`src/rtl/irq_pkg.sv`:
```
// Shared encodings for the interrupt controller: FSM states, config register
// selects and the reserved spurious ID.
package irq_pkg;

  typedef enum logic [1:0] {
    ST_IDLE = 2'd0,
    ST_REQ  = 2'd1,
    ST_SERV = 2'd2
  } irq_state_e;

  // Write side: SWSET / PCLR. Read side at the same addresses: PEND / PEND & IEN.
  localparam logic [1:0] CFG_IEN   = 2'd0;
  localparam logic [1:0] CFG_EDGE  = 2'd1;
  localparam logic [1:0] CFG_SWSET = 2'd2;
  localparam logic [1:0] CFG_PCLR  = 2'd3;

  localparam logic [3:0] IRQ_SPURIOUS = 4'hF;

endpackage

```
`src/rtl/irq_prio_enc.sv`:
```
// Fixed-priority encoder: reports whether any request is set and the index of
// the lowest set bit (index 0 is the highest priority).
module irq_prio_enc #(
  parameter int N_SRC = 8
) (
  input  logic [N_SRC-1:0] req,
  output logic             any,
  output logic [3:0]       idx
);

  always_comb begin
    idx = 4'd0;
    // Scan downward so the lowest set index is the last one written.
    for (int i = N_SRC - 1; i >= 0; i--) begin
      if (req[i]) idx = 4'(i);
    end
    any = |req;
  end

endmodule

```
`src/rtl/irq_ctl.sv`:
```
// Interrupt controller: latches edge/level requests, arbitrates by fixed
// priority and hands one request at a time to the pipeline control FSM.
module irq_ctl
  import irq_pkg::*;
#(
  parameter int N_SRC = 8,
  parameter int ID_W  = 4
) (
  input  logic             clk,
  input  logic             rst,
  input  logic [N_SRC-1:0] src,
  input  logic             iack,
  input  logic             eoi,
  input  logic             cfg_we,
  input  logic [1:0]       cfg_addr,
  input  logic [N_SRC-1:0] cfg_wdata,
  output logic [N_SRC-1:0] cfg_rdata,
  output logic             irq,
  output logic [ID_W-1:0]  irq_id,
  output logic             in_service
);

  logic [N_SRC-1:0] ien_reg, edge_reg, pend_reg, src_d_reg;
  logic [N_SRC-1:0] pend_next;
  irq_state_e       state_reg, state_next;
  logic             irq_reg, irq_next;
  logic [ID_W-1:0]  irq_id_reg, irq_id_next;
  logic             in_service_reg, in_service_next;

  logic [N_SRC-1:0] cand, rise, swset, pclr, ack_clr, win_onehot;
  logic             any;
  logic [3:0]       win_idx;
  logic             ack_take;

  assign cand = pend_reg & ien_reg;

  irq_prio_enc #(.N_SRC(N_SRC)) u_prio_enc (
    .req (cand),
    .any (any),
    .idx (win_idx)
  );

  assign rise       = src & ~src_d_reg;
  assign swset      = (cfg_we && cfg_addr == CFG_SWSET) ? cfg_wdata : '0;
  assign pclr       = (cfg_we && cfg_addr == CFG_PCLR)  ? cfg_wdata : '0;
  assign win_onehot = N_SRC'(1) << win_idx;
  assign ack_take   = (state_reg == ST_REQ) && iack && any;
  assign ack_clr    = ack_take ? win_onehot : '0;

  // Set terms are OR-ed in after the clears so a coincident edge survives.
  generate
    for (genvar gi = 0; gi < N_SRC; gi++) begin : g_pend
      always_comb begin
        if (edge_reg[gi])
          pend_next[gi] = (pend_reg[gi] & ~(pclr[gi] | ack_clr[gi])) | rise[gi] | swset[gi];
        else
          pend_next[gi] = src[gi];
      end
    end
  endgenerate

  always_comb begin
    state_next      = state_reg;
    irq_id_next     = irq_id_reg;
    in_service_next = in_service_reg;
    case (state_reg)
      ST_IDLE: begin
        if (any) state_next = ST_REQ;
      end
      ST_REQ: begin
        if (iack) begin
          in_service_next = 1'b1;
          irq_id_next     = any ? ID_W'(win_idx) : ID_W'(IRQ_SPURIOUS);
          state_next      = ST_SERV;
        end else if (!any) begin
          state_next = ST_IDLE;
        end
      end
      ST_SERV: begin
        if (eoi) begin
          in_service_next = 1'b0;
          state_next      = ST_IDLE;
        end
      end
      default: state_next = ST_IDLE;
    endcase
    // irq must already be low in the cycle after iack to prevent re-entry.
    irq_next = (state_next == ST_REQ);
  end

  always_ff @(posedge clk) begin
    if (rst) begin
      ien_reg        <= '0;
      edge_reg       <= '0;
      pend_reg       <= '0;
      src_d_reg      <= '0;
      state_reg      <= ST_IDLE;
      irq_reg        <= 1'b0;
      irq_id_reg     <= '0;
      in_service_reg <= 1'b0;
    end else begin
      if (cfg_we && cfg_addr == CFG_IEN)  ien_reg  <= cfg_wdata;
      if (cfg_we && cfg_addr == CFG_EDGE) edge_reg <= cfg_wdata;
      pend_reg       <= pend_next;
      src_d_reg      <= src;
      state_reg      <= state_next;
      irq_reg        <= irq_next;
      irq_id_reg     <= irq_id_next;
      in_service_reg <= in_service_next;
    end
  end

  always_comb begin
    case (cfg_addr)
      CFG_IEN:   cfg_rdata = ien_reg;
      CFG_EDGE:  cfg_rdata = edge_reg;
      CFG_SWSET: cfg_rdata = pend_reg;
      default:   cfg_rdata = cand;
    endcase
  end

  assign irq        = irq_reg;
  assign irq_id     = irq_id_reg;
  assign in_service = in_service_reg;

endmodule
```
`config.mk`:
```
export PLATFORM = sky130hd
export DESIGN_NAME = irq_ctl
export DESIGN_NICKNAME = d
export VERILOG_FILES = /design/src/rtl/irq_pkg.sv /design/src/rtl/irq_prio_enc.sv /design/src/rtl/irq_ctl.sv
export SDC_FILE = /design/constraint.sdc
export NUM_CORES = 1
export LEC_CHECK = 0
export BUFFER_PORTS_ARGS = -buffer_cell sky130_fd_sc_hd__buf_2
export CORE_ASPECT_RATIO = 0.8
export CORE_MARGIN = 4
export CORE_UTILIZATION = 51
export DETAILED_ROUTE_END_ITERATION = 10
export PLACE_DENSITY = 0.73
export SYNTH_ARGS = -nofsm -noshare
export SYNTH_HDL_FRONTEND = slang
export SYNTH_SLANG_ARGS = --single-unit
```
`constraint.sdc`:
```
create_clock -name clk -period 2.8 [get_ports clk]
set_clock_uncertainty 0.1 [all_clocks]
set_input_delay 0.14 -clock clk [delete_from_list [all_inputs] [get_ports clk]]
set_output_delay 0.14 -clock clk [all_outputs]
set_load 0.01 [all_outputs]
```
; ---- After elaboration in Yosys (flattened, before gate mapping)
; Index checks and enable logic that the tools add are counted.
[totals]
ff_bits = 40
input_bits = 23
output_inout_bits = 14
word_cells = 101
[op_classes]
eq_ne = 8
shifts = 1
n_mux = 29
bitwise_logic = 43
n_reduce_logical = 12
[ops]
columns = op, count
row1 = 3-bit two-way mux, 8
row2 = 8-bit two-way mux, 3
row3 = 1-bit bitwise OR, 24
row4 = 8-bit one-hot mux with 3 select lines, 1
row5 = 8-bit bitwise AND, 2
row6 = 1-bit two-way mux, 10
row7 = 1-bit bitwise AND, 8
row8 = 2-bit two-way mux, 4
row9 = 1-bit NOT, 8
row10 = 8-bit NOT, 1
row11 = 8-bit OR reduction, 1
row12 = "1-bit by 4-bit left shift with 8-bit output, first input constant", 1
row13 = "2-bit by 1-bit == test with 1-bit output, second input constant", 3
row14 = "2-bit == test, second input constant", 3
row15 = 1-bit logical AND, 6
row16 = 2-bit one-hot mux with 3 select lines, 1
row17 = 2-bit zero test, 2
row18 = 4-bit two-way mux, 1
row19 = "2-bit inequality test, second input constant", 2
row20 = 3-bit AND reduction, 1
row21 = 1-bit one-hot mux with 2 select lines, 1
row22 = 2-bit AND reduction, 1
row23 = 2-bit nonzero test, 1

; ---- Logic depth before layout (Yosys ltp)
; Gate-level depths: netlist of run 1.
[depth]
ltp_word = 17
depth_mapped = 5
mapped_depth_nobuf = 4

; ---- Modules after synthesis
; Synthesis of run 1 repeated with hierarchy kept, for this count alone.
[unflattened]
cells_unflattened = 219
hier_area_um2 = 1955.6
[by_module_without_submodules]
columns = module, instances, cells_per_inst, area_per_inst_um2, seq_area_each_um2
row1 = irq_ctl, 1, 204, 1863.0, 800.8
row2 = irq_prio_enc, 1, 15, 92.6, 0.0

; ---- Least setup slack after synthesis of run 1
; No wires, ideal clock.
[synth_timing]
path_type = register -> register
startpoint = register state_reg[1]
endpoint = register pend_reg[0]
setup_ns = 0.079
arrival_time_ns = 1.164
required_time_ns = 2.621
path_slack_ns = 1.456
stages_incl_launch_ff = 5
path_buffers = 1
period_less_slack_ns = 1.344
path_cell_list = dfxtp_1 and3b_1 buf_6 a221o_1 a211oi_2
[synth_via]
elab_chain_cells = 10
[synth_rtl]
columns = item, line
row1 = start: declaration, irq_ctl.sv:25  ; irq_state_e state_reg, state_next;
row2 = start signal: assignment, irq_ctl.sv:106  ; state_reg <= state_next;
row3 = 2-bit by 1-bit == test with 1-bit output, irq_ctl.sv:47  ; assign ack_take = (state_reg == ST_REQ) && iack && any;
row4 = 1-bit logical AND (2 in series), irq_ctl.sv:47
row5 = 8-bit two-way mux, irq_ctl.sv:48  ; assign ack_clr = ack_take ? win_onehot : '0;
row6 = 1-bit bitwise OR, irq_ctl.sv:55  ; pend_next[gi] = (pend_reg[gi] & ~(pclr[gi] | ack_clr[gi])) | rise[gi] | swset[gi];
row7 = 1-bit NOT, irq_ctl.sv:55
row8 = 1-bit bitwise AND, irq_ctl.sv:55
row9 = 1-bit bitwise OR (2 in series), irq_ctl.sv:55
row10 = 1-bit two-way mux, irq_ctl.sv:54  ; if (edge_reg[gi])
row11 = end signal: assignment, irq_ctl.sv:104  ; pend_reg <= pend_next;
row12 = end: declaration, irq_ctl.sv:23  ; logic [N_SRC-1:0] ien_reg, edge_reg, pend_reg, src_d_reg;
; Every way passes these cells.
; A chain may end at the register's enable or synchronous reset.

; ---- Worst setup path in the final report of run 1
[layout_timing]
startpoint = input cfg_addr[1]
endpoint = output cfg_rdata[0]
[layout_via]
elab_chain_cells = 2
elab_cells_between_ends = 4
classes_between = eq/ne (2) / mux (1) / reduce/logical (1)
[layout_rtl]
columns = item, line
row1 = start: declaration, irq_ctl.sv:15  ; input logic [1:0] cfg_addr,
row2 = "2-bit == test, or another cell as far along", irq_ctl.sv:114  ; case (cfg_addr)
row3 = 8-bit one-hot mux with 3 select lines (*), irq_ctl.sv:114
row4 = end: declaration, irq_ctl.sv:17  ; output logic [N_SRC-1:0] cfg_rdata,
; Mark *: on every way between the ends. The rest lies on a longest branch, timed or not.

==> flow_summary.yaml, run 1 <==
setup_path:
  endpoint_kind: "output port"
  setup.worst_path.class: "in2out"
  worstPathRequired_ns: 2.56
  start_kind: "input port"
  crit_slowest_cell: "xor2_2"
  cp_max_fo: 15
  worstPathArrival_ns: 1.38
  path_delay_family: "XOR/XNOR gates"
  crit_path_frequent_cell: "buf_2"
  slowest_delay_ns: 0.47
  cp.buffers_inverters: 2
  crit_chain: "buf_2 > xor2_2 > o22ai_1 > a21oi_1 > buf_2"
die:
  io_pins: 37
  die_w_um: 76.1
  fp.dieArea_um2: 4760
  initial_core_util: 0.542
  core_um2: 3490
  rows: 19
  die_y_um: 62.5
global_route:
  grt_max_degree: 41
  grt_pass1_vias: 1595
  grt_pass1_wl_um: 7670
  antenna_found_initial: 0
  track_usage: 0.196
  grt-ovfl-total: 0
route:
  dr.pass1.iters: 4
  first_iter_violations: 145
  drcViolationCount: 0
  vias: 1818
  antenna_left: 0
  drt-total-wl_um: 4660
  via_per_inst: 5.74
  wl_per_cell_um: 14.7
sta:
  finalCritPeriodShare: 0.580
  setup_viol: 0
  rsz0062_at_grt: "false"
  layout_min_cycle_time_ns: 1.62
  report.final.slew_viol_count: 0
  finalHoldViolations: 0
  maxSlewHeadroom: 0.507
  fin_setup_tns_ns: 0
  tightest_slew_ns: 0.739
  max_freq_mhz: 616
synth:
  synthTopCellsByArea: "dfxtp_1, nor2_1, a21oi_1"
  synth_area_um2: 1890
  yosysWarnings: 0
  synth_top_area_share: 0.423
  synth.net_count: 255
  ys_seq_elements: 40
  synth_area_per_cell_um2: 8.17
  yosysSeqAreaShare: 0.423
  postSynthCellCount: 232
  synth_cell_types: 42
  async_reset_ff_frac: 0
  synth_top_area_cell: "dfxtp_1"
  yosysMostFrequentCell: "nor2_1"
  synthFlopType: "dfxtp_1"
  synth_common_cells: "nor2_1, dfxtp_1, a21oi_1"
  synth_edf_count: 0
clocking:
  post_cts_buffers: 0
  path_clk_slew_ns: 0.07
  cts_tree: "done"
  clkLatencyLatePin_ns: 0.29
  ctsRootBufferMaster: "clkbuf_8"
  clock_path_buffers: 2
  post_cts_resized: 0
  cts-hold-fix-buffers: 8
  htreeDepth: 2
  cts_num_sinks: 40
  cts_made_buffers: 5
pwr:
  pwr_density_cell_nw_per_um2: 524
  ir_worst_vdd_mv: 0.378
  leakage_nw: 0.959
cells_and_area:
  fillCellCount: 329
  area_growth_pct: 18.8
  drive_gt1_frac: 0.175
  finalNetCount: 297
  antenna_cells: 0
  fin_util: 0.644
status:
  status: "complete, no violations"
placed_design:
  dp_hpwl_um: 3150
  port_buffers: 36
  routabilityCongestion: 0.826
hold_path:
  min_path_type: "in2reg"
flow_run:
  maxCapViolations: 0
[worst register-to-register path, cell delays in order, from the launching register on]
cell	delay, ns
dfxtp_1	0.41
and3b_1	0.41
nand3_1	0.18
nor3_1	0.25
a21oi_1	0.10
[power breakdown]
| part | switching (mW) | internal [mW] | total (mW) | leakage [nW] |
|---|---|---|---|---|
| Clock | 0.196 | 0.201 | 0.397 | 0.0455 |
| Sequential | 0.0207 | 0.594 | 0.615 | 0.328 |
| Combinational | 0.0943 | 0.0713 | 0.166 | 0.586 |
[kinds of logic (layout without fill, tap and decap cells)]
group                  after synthesis  after routing  synth area share
buffers and inverters               28             71            0.0647
multiplexers                        12             12            0.0634
flip-flops                          40             40             0.423
XOR/XNOR                             1              1           0.00859
AND/OR/NAND/NOR                     82             82             0.201
AO/OA/AOI/OAI                       69             69             0.239
[worst paths after layout]
kind | from | endpoint | cells after the start | slack, ns
worst max-delay path | cfg_addr[1] | cfg_rdata[0] | 5 | 1.18
worst max register to register | state_reg[0] | pend_reg[7] | 4 | 1.23
worst min register to register | irq_id[1] | irq_id[1] | 2 | 0.35
worst min-delay path | iack | state_reg[0] | 2 | 0.006
[routing by layer]
metal  GRT usage  vias up  part of all wire
met5           0        -                 0
met1       0.281      843              0.49
met3      0.0533        7             0.080
met4      0.0655        0             0.012
met2       0.280       65              0.42
li1            -      903                 -
[stage by stage]
step	total power [mW]	setup WS, ns	instance area [um2]	instances	hold WS [ns]
6_report	1.18	1.18	2250	317	0.00620
5_1_grt	1.22	1.10	2250	317	0.0194
3_3_place_gp	0.780	1.24	2080	301	0.278
3_5_place_dp	0.782	1.22	2080	301	0.285
4_1_cts	1.18	1.20	2250	317	0.000277
2_1_floorplan	0.723	1.46	1890	232	0.131
[final cells by class]
class                      count  area [um2]  share of cell area
inverter                      18        67.6              0.0300
tap                           42        52.6              0.0234
timing repair buffer          45         268               0.119
sequential                    40         801               0.356
clock buffer                   8        90.1              0.0400
multi-input combinational    164         971               0.432
[layout by cell type (no fill, tap or decap), types with 3 or more instances in the layout]
| cell | count |
|---|---|
| o22ai_1 | 8 |
| buf_2 | 36 |
| clkbuf_8 | 6 |
| dlygate4sd3_1 | 8 |
| o221ai_1 | 4 |
| nand3_1 | 4 |
| dfxtp_1 | 40 |
| mux2i_1 | 12 |
| o21ai_0 | 7 |
| nand2_1 | 13 |
| a21oi_1 | 28 |
| nor2_1 | 45 |
| inv_1 | 18 |
| a22oi_1 | 5 |
| nand3b_1 | 3 |
No activity file was read; power rests on OpenSTA's default activity.
==> run 2: changes to the inputs <==
- CORE_UTILIZATION: 51 -> 49
- clock period: 2.8 -> 1.31 ns (I/O delays scaled with it)
==> flow_summary.yaml, run 2 (same netlist as run 1, synthesis figures left out) <==
cells_and_area:
  fillCellCount: 244
  finalNetCount: 341
  layout_commonest_cell: "nor2_1"
  antenna_cells: 0
  drive_gt1_frac: 0.379
  layout_common_cells: "nor2_1, buf_2, buf_4"
  final_cells: 361
  area_growth_pct: 47.0
route:
  drt-total-wl_um: 5570
  drcViolationCount: 0
  wl_per_cell_um: 15.4
  via_per_inst: 5.59
  vias: 2018
  antenna_left: 0
  dr.pass1.iters: 4
  first_iter_violations: 158
sta:
  maxSlewHeadroom: 0.639
  tightest_slew_ns: 0.541
  layout_min_cycle_time_ns: 1.36
  setup_viol: 3
  finalHoldViolations: 1
  max_freq_mhz: 737
  rsz0062_at_grt: "true"
  setup_slack_ns: -0.0471
  report.final.slew_viol_count: 0
  hold_ws_ns: -0.00283
  finalCritPeriodShare: 1.04
pwr:
  total_power_mw: 2.65
  leakage_nw: 1.22
  ir_worst_vdd_mv: 0.736
  pwr_density_cell_nw_per_um2: 953
setup_path:
  endpoint: "irq_id[0]"
  worstPathRequired_ns: 1.42
  rrSetupSlack_ns: -0.05
  cp_max_fo: 6
  startpoint: "pend_reg[0]"
  worstReg2RegStart: "pend_reg[0]"
  worstRegToRegCells: 4
  setup.worst_path.class: "reg2reg"
  timing.rr.end: "irq_id[0]"
  endpoint_kind: "flip-flop"
  worstPathArrival_ns: 1.47
  start_kind: "flip-flop"
global_route:
  use_met1: 0.308
  grtUsageMet3: 0.0541
  antenna_found_initial: 0
  grt_max_degree: 28
  grt-ovfl-total: 0
  grt_pass1_wl_um: 8800
  grt.busiest_layer: "met2"
  grt_pass1_vias: 1860
  grt_use_met2: 0.341
  track_usage: 0.223
placed_design:
  port_buffers: 36
  dp_hpwl_um: 3650
  dp_cells: 331
  routabilityCongestion: 0.929
die:
  rows: 19
  io_pins: 37
  fp.dieArea_um2: 4930
  die_y_um: 63.6
  core_um2: 3570
  initial_core_util: 0.531
  die_w_um: 77.5
clocking:
  clock_path_buffers: 2
  cts_num_sinks: 40
  cts_made_buffers: 5
  ctsRootBufferMaster: "clkbuf_8"
  clkLatencyLatePin_ns: 0.29
  cts_tree: "done"
  path_clk_slew_ns: 0.08
  htreeDepth: 2
flow_run:
  maxCapViolations: 0
status:
  status: "finished with violations"
  violations: "hold timing, setup timing"
hold_path:
  min_path_type: "in2reg"
-- run 2: how the worst min path moves through the flow --
stage / start / end / slack [ns] / depth (start not counted)
6_report: eoi / in_service / -0.003 / 4
5_1_grt: eoi / state_reg[1] / 0.05 / 4
4_1_cts: eoi / in_service / 0.003 / 4
3_5_place_dp: src[3] / src_d_reg[3] / 0.22 / 3
3_3_place_gp: src[0] / src_d_reg[0] / 0.21 / 2
2_1_floorplan: rst / irq / 0.06 / 1
-- run 2: final cells by class --
class                   instances  area, um2  area share
multi-input cells             164       1080       0.390
inverters                      18       67.6      0.0243
flip-flops and latches         40        830       0.298
well taps                      42       52.6      0.0189
clock buffers                   8       90.1      0.0324
repair buffers                 89        659       0.237
-- run 2: power by group --
group / total (mW) / internal, mW / switching, mW
sequential: 1.31 / 1.27 / 0.0439
combinational: 0.493 / 0.242 / 0.251
clock: 0.847 / 0.430 / 0.418
-- run 2: repair_timing --
| item | 4_1_cts | 5_1_grt |
|---|---|---|
| resized for setup | 19 | 33 |
| setup endpoints to repair | 12 | 20 |
| cloned | 0 | 0 |
| hold buffers | 17 | 0 |
| pin swaps | 12 | 5 |
| buffers inserted | 2 | 3 |
| hold endpoints to repair | 26 | 0 |
-- run 2: routing by layer --
layer | vias to the layer above | wire length [um]
li1 | 990 | -
met1 | 945 | 2500
met2 | 73 | 2580
met3 | 10 | 391
met4 | 0 | 104
met5 | - | 0
-- run 2: critical path, cell delays in order, from the launching register on --
cell      delay, ns
dfxtp_2        0.35
a22oi_2        0.30
and4_4         0.31
nor2_1         0.05
a211oi_1       0.17
-- run 2: metrics by stage --
| stage | utilization | area (um2) | setup TNS, ns | worst slack [ns] |
|---|---|---|---|---|
| after floorplan | - | 1900 | 0 | 0.0120 |
| after global placement | 0.650 | 2320 | -0.315 | -0.0865 |
| after detailed placement | 0.650 | 2320 | -0.513 | -0.118 |
| after CTS | 0.740 | 2640 | -0.0864 | -0.0302 |
| after global routing | 0.781 | 2780 | -0.700 | -0.0989 |
| final | 0.781 | 2780 | -0.0959 | -0.0471 |
